## config.mk

```make
export PLATFORM = sky130hd
export DESIGN_NAME = mem_port_arbiter
export DESIGN_NICKNAME = d
export VERILOG_FILES = /design/src/rtl/mem_arb_pkg.sv /design/src/rtl/mem_arb_starve_counter.sv /design/src/rtl/mem_port_arbiter.sv
export SDC_FILE = /design/constraint.sdc
export NUM_CORES = 1
export LEC_CHECK = 0
export ABC_AREA = 1
export CAP_MARGIN = 30
export CORE_MARGIN = 2
export CORE_UTILIZATION = 46
export CTS_CLUSTER_SIZE = 12
export DETAILED_ROUTE_END_ITERATION = 16
export PLACE_DENSITY_LB_ADDON = 0.12
export SYNTH_ARGS = -nofsm -noshare
export SYNTH_HDL_FRONTEND = slang
export SYNTH_SLANG_ARGS = --single-unit
```

## constraint.sdc

```tcl
create_clock -name clk -period 3.2 [get_ports clk]
set_input_delay 0.8 -clock clk [delete_from_list [all_inputs] [get_ports clk]]
set_output_delay 0.8 -clock clk [all_outputs]
set_load 0.005 [all_outputs]
```

## src/rtl/mem_arb_pkg.sv

```systemverilog
// mem_arb_pkg
//   Shared types and defaults for the memory port arbiter:
//   - arb_state_e : arbiter FSM states (IDLE / BUSY / RESP)
//   - grant_e     : which requester owns the current access
//   - DEF_LATENCY, DEF_MAX_IF_WAIT : default parameter values
//   - lat_cnt_width() : width of the latency down-counter for a given LATENCY
package mem_arb_pkg;

    typedef enum logic [1:0] {
        IDLE = 2'd0,
        BUSY = 2'd1,
        RESP = 2'd2
    } arb_state_e;

    typedef enum logic {
        GRANT_IF  = 1'b0,
        GRANT_MEM = 1'b1
    } grant_e;

    localparam int DEF_LATENCY     = 2;
    localparam int DEF_MAX_IF_WAIT = 4;

    // The counter holds LATENCY-1 down to 0. Sizing on LATENCY+1 keeps
    // the width at least 1 bit when LATENCY is 1.
    function automatic int lat_cnt_width(input int lat);
        return $clog2(lat + 1);
    endfunction

endpackage

```

## src/rtl/mem_arb_starve_counter.sv

```systemverilog
// mem_arb_starve_counter
//   Counts consecutive arbitrations the fetch port has lost, saturating at
//   MAX_IF_WAIT. Clear has priority over increment.
//   Ports:
//     clk, rst_n  : clock, asynchronous active-low reset
//     inc_i       : fetch requested but memory stage won this arbitration
//     clr_i       : fetch granted, or fetch not requesting in IDLE
//     reached_o   : count equals MAX_IF_WAIT (fetch must win next)
module mem_arb_starve_counter #(
    parameter int MAX_IF_WAIT = 4
) (
    input  logic clk,
    input  logic rst_n,
    input  logic inc_i,
    input  logic clr_i,
    output logic reached_o
);

    localparam int CW = $clog2(MAX_IF_WAIT + 1);

    logic [CW-1:0] cnt_q, cnt_d;

    always_comb begin
        cnt_d = cnt_q;
        if (clr_i)
            cnt_d = '0;
        else if (inc_i && (cnt_q != CW'(MAX_IF_WAIT)))
            cnt_d = cnt_q + CW'(1);
    end

    always_ff @(posedge clk or negedge rst_n) begin
        if (!rst_n) cnt_q <= '0;
        else        cnt_q <= cnt_d;
    end

    assign reached_o = (cnt_q == CW'(MAX_IF_WAIT));

endmodule

```

## src/rtl/mem_port_arbiter.sv

```systemverilog
// mem_port_arbiter
//   Shares one single-ported RAM between the fetch stage (read only) and the
//   memory stage (load/store). One access at a time: IDLE arbitrates, BUSY
//   drives the RAM for LATENCY cycles, RESP pulses the winner's ack.
//   Memory stage has priority unless fetch has lost MAX_IF_WAIT times in a row.
//   Ports:
//     clk, reset                    : clock, asynchronous active-low reset
//     if_req/if_addr                : fetch request
//     if_ack/if_rdata               : fetch completion pulse and data
//     mem_req/mem_we/mem_addr/mem_wdata : memory-stage request
//     mem_ack/mem_rdata             : memory-stage completion pulse and data
//     ram_en/ram_we/ram_addr/ram_wdata/ram_rdata : shared RAM port
//     if_stall/mem_stall            : request pending and not yet acked
module mem_port_arbiter
    import mem_arb_pkg::*;
#(
    parameter int NBits       = 32,
    parameter int LATENCY     = DEF_LATENCY,
    parameter int MAX_IF_WAIT = DEF_MAX_IF_WAIT
) (
    input  logic             clk,
    input  logic             reset,
    input  logic             if_req,
    input  logic [NBits-1:0] if_addr,
    output logic             if_ack,
    output logic [NBits-1:0] if_rdata,
    input  logic             mem_req,
    input  logic             mem_we,
    input  logic [NBits-1:0] mem_addr,
    input  logic [NBits-1:0] mem_wdata,
    output logic             mem_ack,
    output logic [NBits-1:0] mem_rdata,
    output logic             ram_en,
    output logic             ram_we,
    output logic [NBits-1:0] ram_addr,
    output logic [NBits-1:0] ram_wdata,
    input  logic [NBits-1:0] ram_rdata,
    output logic             if_stall,
    output logic             mem_stall
);

    localparam int CNT_W = lat_cnt_width(LATENCY);

    arb_state_e       state_q, state_d;
    grant_e           grant_q, grant_d;
    logic [NBits-1:0] addr_q, addr_d;
    logic [NBits-1:0] wdata_q, wdata_d;
    logic             we_q, we_d;
    logic [CNT_W-1:0] cnt_q, cnt_d;
    logic [NBits-1:0] if_rdata_q, if_rdata_d;
    logic [NBits-1:0] mem_rdata_q, mem_rdata_d;

    logic starve_inc, starve_clr, starve_reached;

    mem_arb_starve_counter #(
        .MAX_IF_WAIT (MAX_IF_WAIT)
    ) u_starve (
        .clk       (clk),
        .rst_n     (reset),
        .inc_i     (starve_inc),
        .clr_i     (starve_clr),
        .reached_o (starve_reached)
    );

    always_comb begin
        state_d     = state_q;
        grant_d     = grant_q;
        addr_d      = addr_q;
        wdata_d     = wdata_q;
        we_d        = we_q;
        cnt_d       = cnt_q;
        if_rdata_d  = if_rdata_q;
        mem_rdata_d = mem_rdata_q;
        starve_inc  = 1'b0;
        starve_clr  = 1'b0;

        case (state_q)
            IDLE: begin
                if (if_req || mem_req) begin
                    // Memory stage wins unless fetch is also waiting and
                    // has already been passed over MAX_IF_WAIT times.
                    if (mem_req && !(if_req && starve_reached)) begin
                        grant_d    = GRANT_MEM;
                        addr_d     = mem_addr;
                        starve_inc = if_req;
                        starve_clr = !if_req;
                    end else begin
                        grant_d    = GRANT_IF;
                        addr_d     = if_addr;
                        starve_clr = 1'b1;
                    end
                    we_d    = mem_we;
                    wdata_d = mem_wdata;
                    cnt_d   = CNT_W'(LATENCY - 1);
                    state_d = BUSY;
                end else begin
                    starve_clr = 1'b1;
                end
            end

            BUSY: begin
                if (cnt_q == '0) begin
                    // Last RAM cycle: capture read data for the winner.
                    if (grant_q == GRANT_IF)
                        if_rdata_d = ram_rdata;
                    else
                        mem_rdata_d = we_q ? '0 : ram_rdata;
                    state_d = RESP;
                end else begin
                    cnt_d = cnt_q - CNT_W'(1);
                end
            end

            RESP:    state_d = IDLE;
            default: state_d = IDLE;
        endcase
    end

    always_ff @(posedge clk or negedge reset) begin
        if (!reset) begin
            state_q     <= IDLE;
            grant_q     <= GRANT_IF;
            addr_q      <= '0;
            wdata_q     <= '0;
            we_q        <= 1'b0;
            cnt_q       <= '0;
            if_rdata_q  <= '0;
            mem_rdata_q <= '0;
        end else begin
            state_q     <= state_d;
            grant_q     <= grant_d;
            addr_q      <= addr_d;
            wdata_q     <= wdata_d;
            we_q        <= we_d;
            cnt_q       <= cnt_d;
            if_rdata_q  <= if_rdata_d;
            mem_rdata_q <= mem_rdata_d;
        end
    end

    // Address/data registers only change on arbitration, so they already
    // hold their last value outside BUSY.
    assign ram_en    = (state_q == BUSY);
    assign ram_we    = (state_q == BUSY) && (grant_q == GRANT_MEM) && we_q;
    assign ram_addr  = addr_q;
    assign ram_wdata = wdata_q;

    assign if_ack    = (state_q == RESP) && (grant_q == GRANT_IF);
    assign mem_ack   = (state_q == RESP) && (grant_q == GRANT_MEM);
    assign if_rdata  = if_rdata_q;
    assign mem_rdata = mem_rdata_q;

    assign if_stall  = if_req  && !if_ack;
    assign mem_stall = mem_req && !mem_ack;

endmodule

```

==> results.toml <==
[placed_design]
dp_worst_setup_slack_ns = 0.359
post_dp_cell_area_mm2 = 0.00881
dp.final_hpwl_um = 11600
place.gp.congestion = 0.814
placement.io_buffers = 266

[power]
clkPwrFrac = 0.209
total_power_mw = 8.70
switching_power_mw = 3.00
combinationalPowerShare = 0.441
sequentialPowerShare = 0.350
power.switching_fraction = 0.345
peak_supply_drop_mv = 0.486
power-per-cell-area_mw_per_mm2 = 929
static-leakage-power_nw = 4.72
internal-power_mw = 5.70

[setup_path]
start_kind = "primary input"
timing.critical_path.cells = "clkdlybuf4s50_1, o21ai_0, inv_1, clkdlybuf4s50_1"
setup.worst_path.end_class = "output pin"
crit_required_ns = 2.40
critPathSlowestCell = "clkdlybuf4s50_1"
crit_path_frequent_cell = "clkdlybuf4s50_1"
critical_path_class = "in2out"
critical_path_peak_fanout = 4
cp_data_arrival_time_ns = 2.04
worst_path_largest_cell_delay_ns = 0.56

[clock_network]
clock_tree_from_tritoncts = "done"
clock_tree.root_cell = "clkbuf_16"
postCtsSetupBuffers = 0
clk-insertion-delay-late_ns = 0.41
cts_buffer_depth = 2
cts_resized = 0
clock_sinks = 137
tritoncts.num_buffers = 17
hold_buffer_count_at_cts = 0
htreeDepth = 4
cts.clk_slew.worst_paths_ns = 0.06

[floorplan]
dieArea_mm2 = 0.0141
rows = 41
io-pin-count = 267
die_x_um = 119
die_height_um = 119
initial_utilization = 0.476
core_mm2 = 0.0127

[grt]
grt_max_degree = 69
global_route.overflow_total = 0
antenna_found_initial = 0
gr-usage-all-layers = 0.243
first_pass_grt_wire_length_um = 27400
first_global_vias = 5423

[run]
maxCapViolations = 0

[final_layout]
fin_area_mm2 = 0.00937
areaGrowthSynthToFinish_pct = 54.7
num-fill-cells = 998
fin_nets = 1142
antenna_cells_inserted = 0
layout-drive-gt1-share = 0.0559

[sta]
finalCriticalPeriod_ns = 2.84
final.setup.worst_slack_ns = 0.363
grt_setup_unrepaired = "false"
timing.hold.ws_ns = 0.377
maximum_clock_rate_mhz = 352
timing_worst_slew_pin_value_ns = 0.666
totalNegativeSetupSlack_ns = 0
fin_crit_sh = 0.887
final_hold_viol_count = 0
relSlewSlack = 0.556
report.final.slew_viol_count = 0
finalClockSkew_ns = 0.00906
setup_viol_count_final = 0

[detailed_routing]
drt_pass1_iterations = 4
drc = 0
avgRoutedWirePerCell_um = 14.2
via_per_inst = 4.79
detailedRoute.firstIterationViolations = 463
route.antenna.remaining_nets = 0
route.vias.total = 5709
wl_um = 16900

[yosys]
syn-mean-instance-area_um2 = 8.07
dominant_combinational_cell_family_by_area_after_synthesis = "simple AND/OR/NAND/NOR gates"
synth_compound_area_frac = 0.0318
yosysWarningCount = 0
synth_adder_area_share = 0.00620
mappedNetlistArea_mm2 = 0.00605
synth_mux_area_frac = 0
netlist-cell-type-count = 23
postSynthNetCount = 886
synth-simple-area-share = 0.305
share_of_synthesized_area_occupied_by_flip_flops_and_latches = 0.566
syn_inst = 750
synth-xor-area-share = 0.00145
synth-seq-cells = 137

[hold_path]
hold_path_class = "in2async"

[status]
status = "complete, no violations"
==> cell usage after synthesis <==
library cell / count / area (µm²)
nand2_1: 338 / 1270
dfrtp_1: 137 / 3430
nand3_1: 97 / 485
inv_1: 74 / 278
o21ai_1: 31 / 155
buf_4: 14 / 105
buf_2: 13 / 65.1
clkbuf_1: 13 / 48.8
nor2_1: 8 / 30.0
inv_2: 4 / 15.0
o21ai_0: 4 / 20.0
ha_1: 3 / 37.5
buf_6: 2 / 22.5
nand2_2: 2 / 12.5
o21ai_2: 2 / 17.5
clkinv_1: 1 / 3.75
nand2_4: 1 / 11.3
nand3_2: 1 / 10.0
nand3b_1: 1 / 7.51
nor2_2: 1 / 6.26
nor2_4: 1 / 11.3
nor3_1: 1 / 5.00
xor2_1: 1 / 8.76
==> per-layer routing <==
layer  vias to the layer above  routed length, µm  track usage
met1                      2667               7030        0.310
li1                       2810                  -            -
met2                       211               8250        0.399
met3                        21               1330       0.0724
met4                         0                331       0.0744
met5                         -                  0            0
==> sequential cells by signal (all words and copies together) (netlist names) <==
register / cells
we_q: 1
ram_addr: 32
state_q: 2
mem_rdata: 32
cnt_q: 2
ram_wdata: 32
if_rdata: 32
u_starve.cnt_q: 3
grant_q: 1
==> critical path, delay by kind of cell <==
family                 cells  cell delay (ns)
buffers and inverters      3             1.11
AO/OA/AOI/OAI              1             0.12
==> path summary, 6_finish.rpt <==
path / startpoint / end / slack [ns] / cells past startpoint
min in group clk: if_rdata[23] / if_rdata[23] / 0.47 / 2
max in group asynchronous: reset / mem_rdata[27] / 2.10 / 2
worst min register to register: if_rdata[23] / if_rdata[23] / 0.47 / 2
worst max register to register: cnt_q[0] / mem_rdata[15] / 1.22 / 7
worst max-delay path: if_req / if_stall / 0.36 / 4
worst min-delay path: reset / mem_rdata[8] / 0.38 / 1
==> metrics by stage <==
stage	instances	utilization
after global routing	1191	0.736
after CTS	1191	0.736
after floorplan	750	-
after global placement	1159	0.693
final	1191	0.736
after detailed placement	1159	0.693
==> final cells by class <==
cell class,instances,area [µm²],area share
clock inverter,14,124,0.0132
tap,172,215,0.0230
timing repair buffer,279,2790,0.297
clock buffer,18,429,0.0458
inverter,79,297,0.0317
sequential,137,3430,0.366
multi-input combinational,492,2090,0.223
==> cell usage in the layout (no fill, tap or decap), drive strengths merged <==
cell	count
nand2	341
clkdlybuf4s50	265
dfrtp	137
nand3	98
inv	81
o21ai	37
clkbuf	18
buf	14
nor2	10
clkinv	7
clkinvlp	4
ha	3
nor3	1
xor2	1
nand3b	1
bufinv	1
==> power groups by stage <==
stage          logic (mW)  registers [mW]  clock network (mW)
3_3_place_gp         3.79            3.03                   0
4_1_cts              3.89            3.05                1.86
3_5_place_dp         3.87            3.04                   0
6_report             3.84            3.04                1.82
2_1_floorplan        1.59            3.09                   0
5_1_grt              4.23            3.14                1.93
==> cells by family (layout without fill, tap and decap cells) <==
family | count (synthesis) | in the layout
flip-flops | 137 | 137
buffers and inverters | 121 | 390
AO/OA/AOI/OAI | 37 | 37
XOR/XNOR | 1 | 1
AND/OR/NAND/NOR | 451 | 451
adder cells (fa/ha/maj) | 3 | 3
No activity file was read; power rests on OpenSTA's default activity.
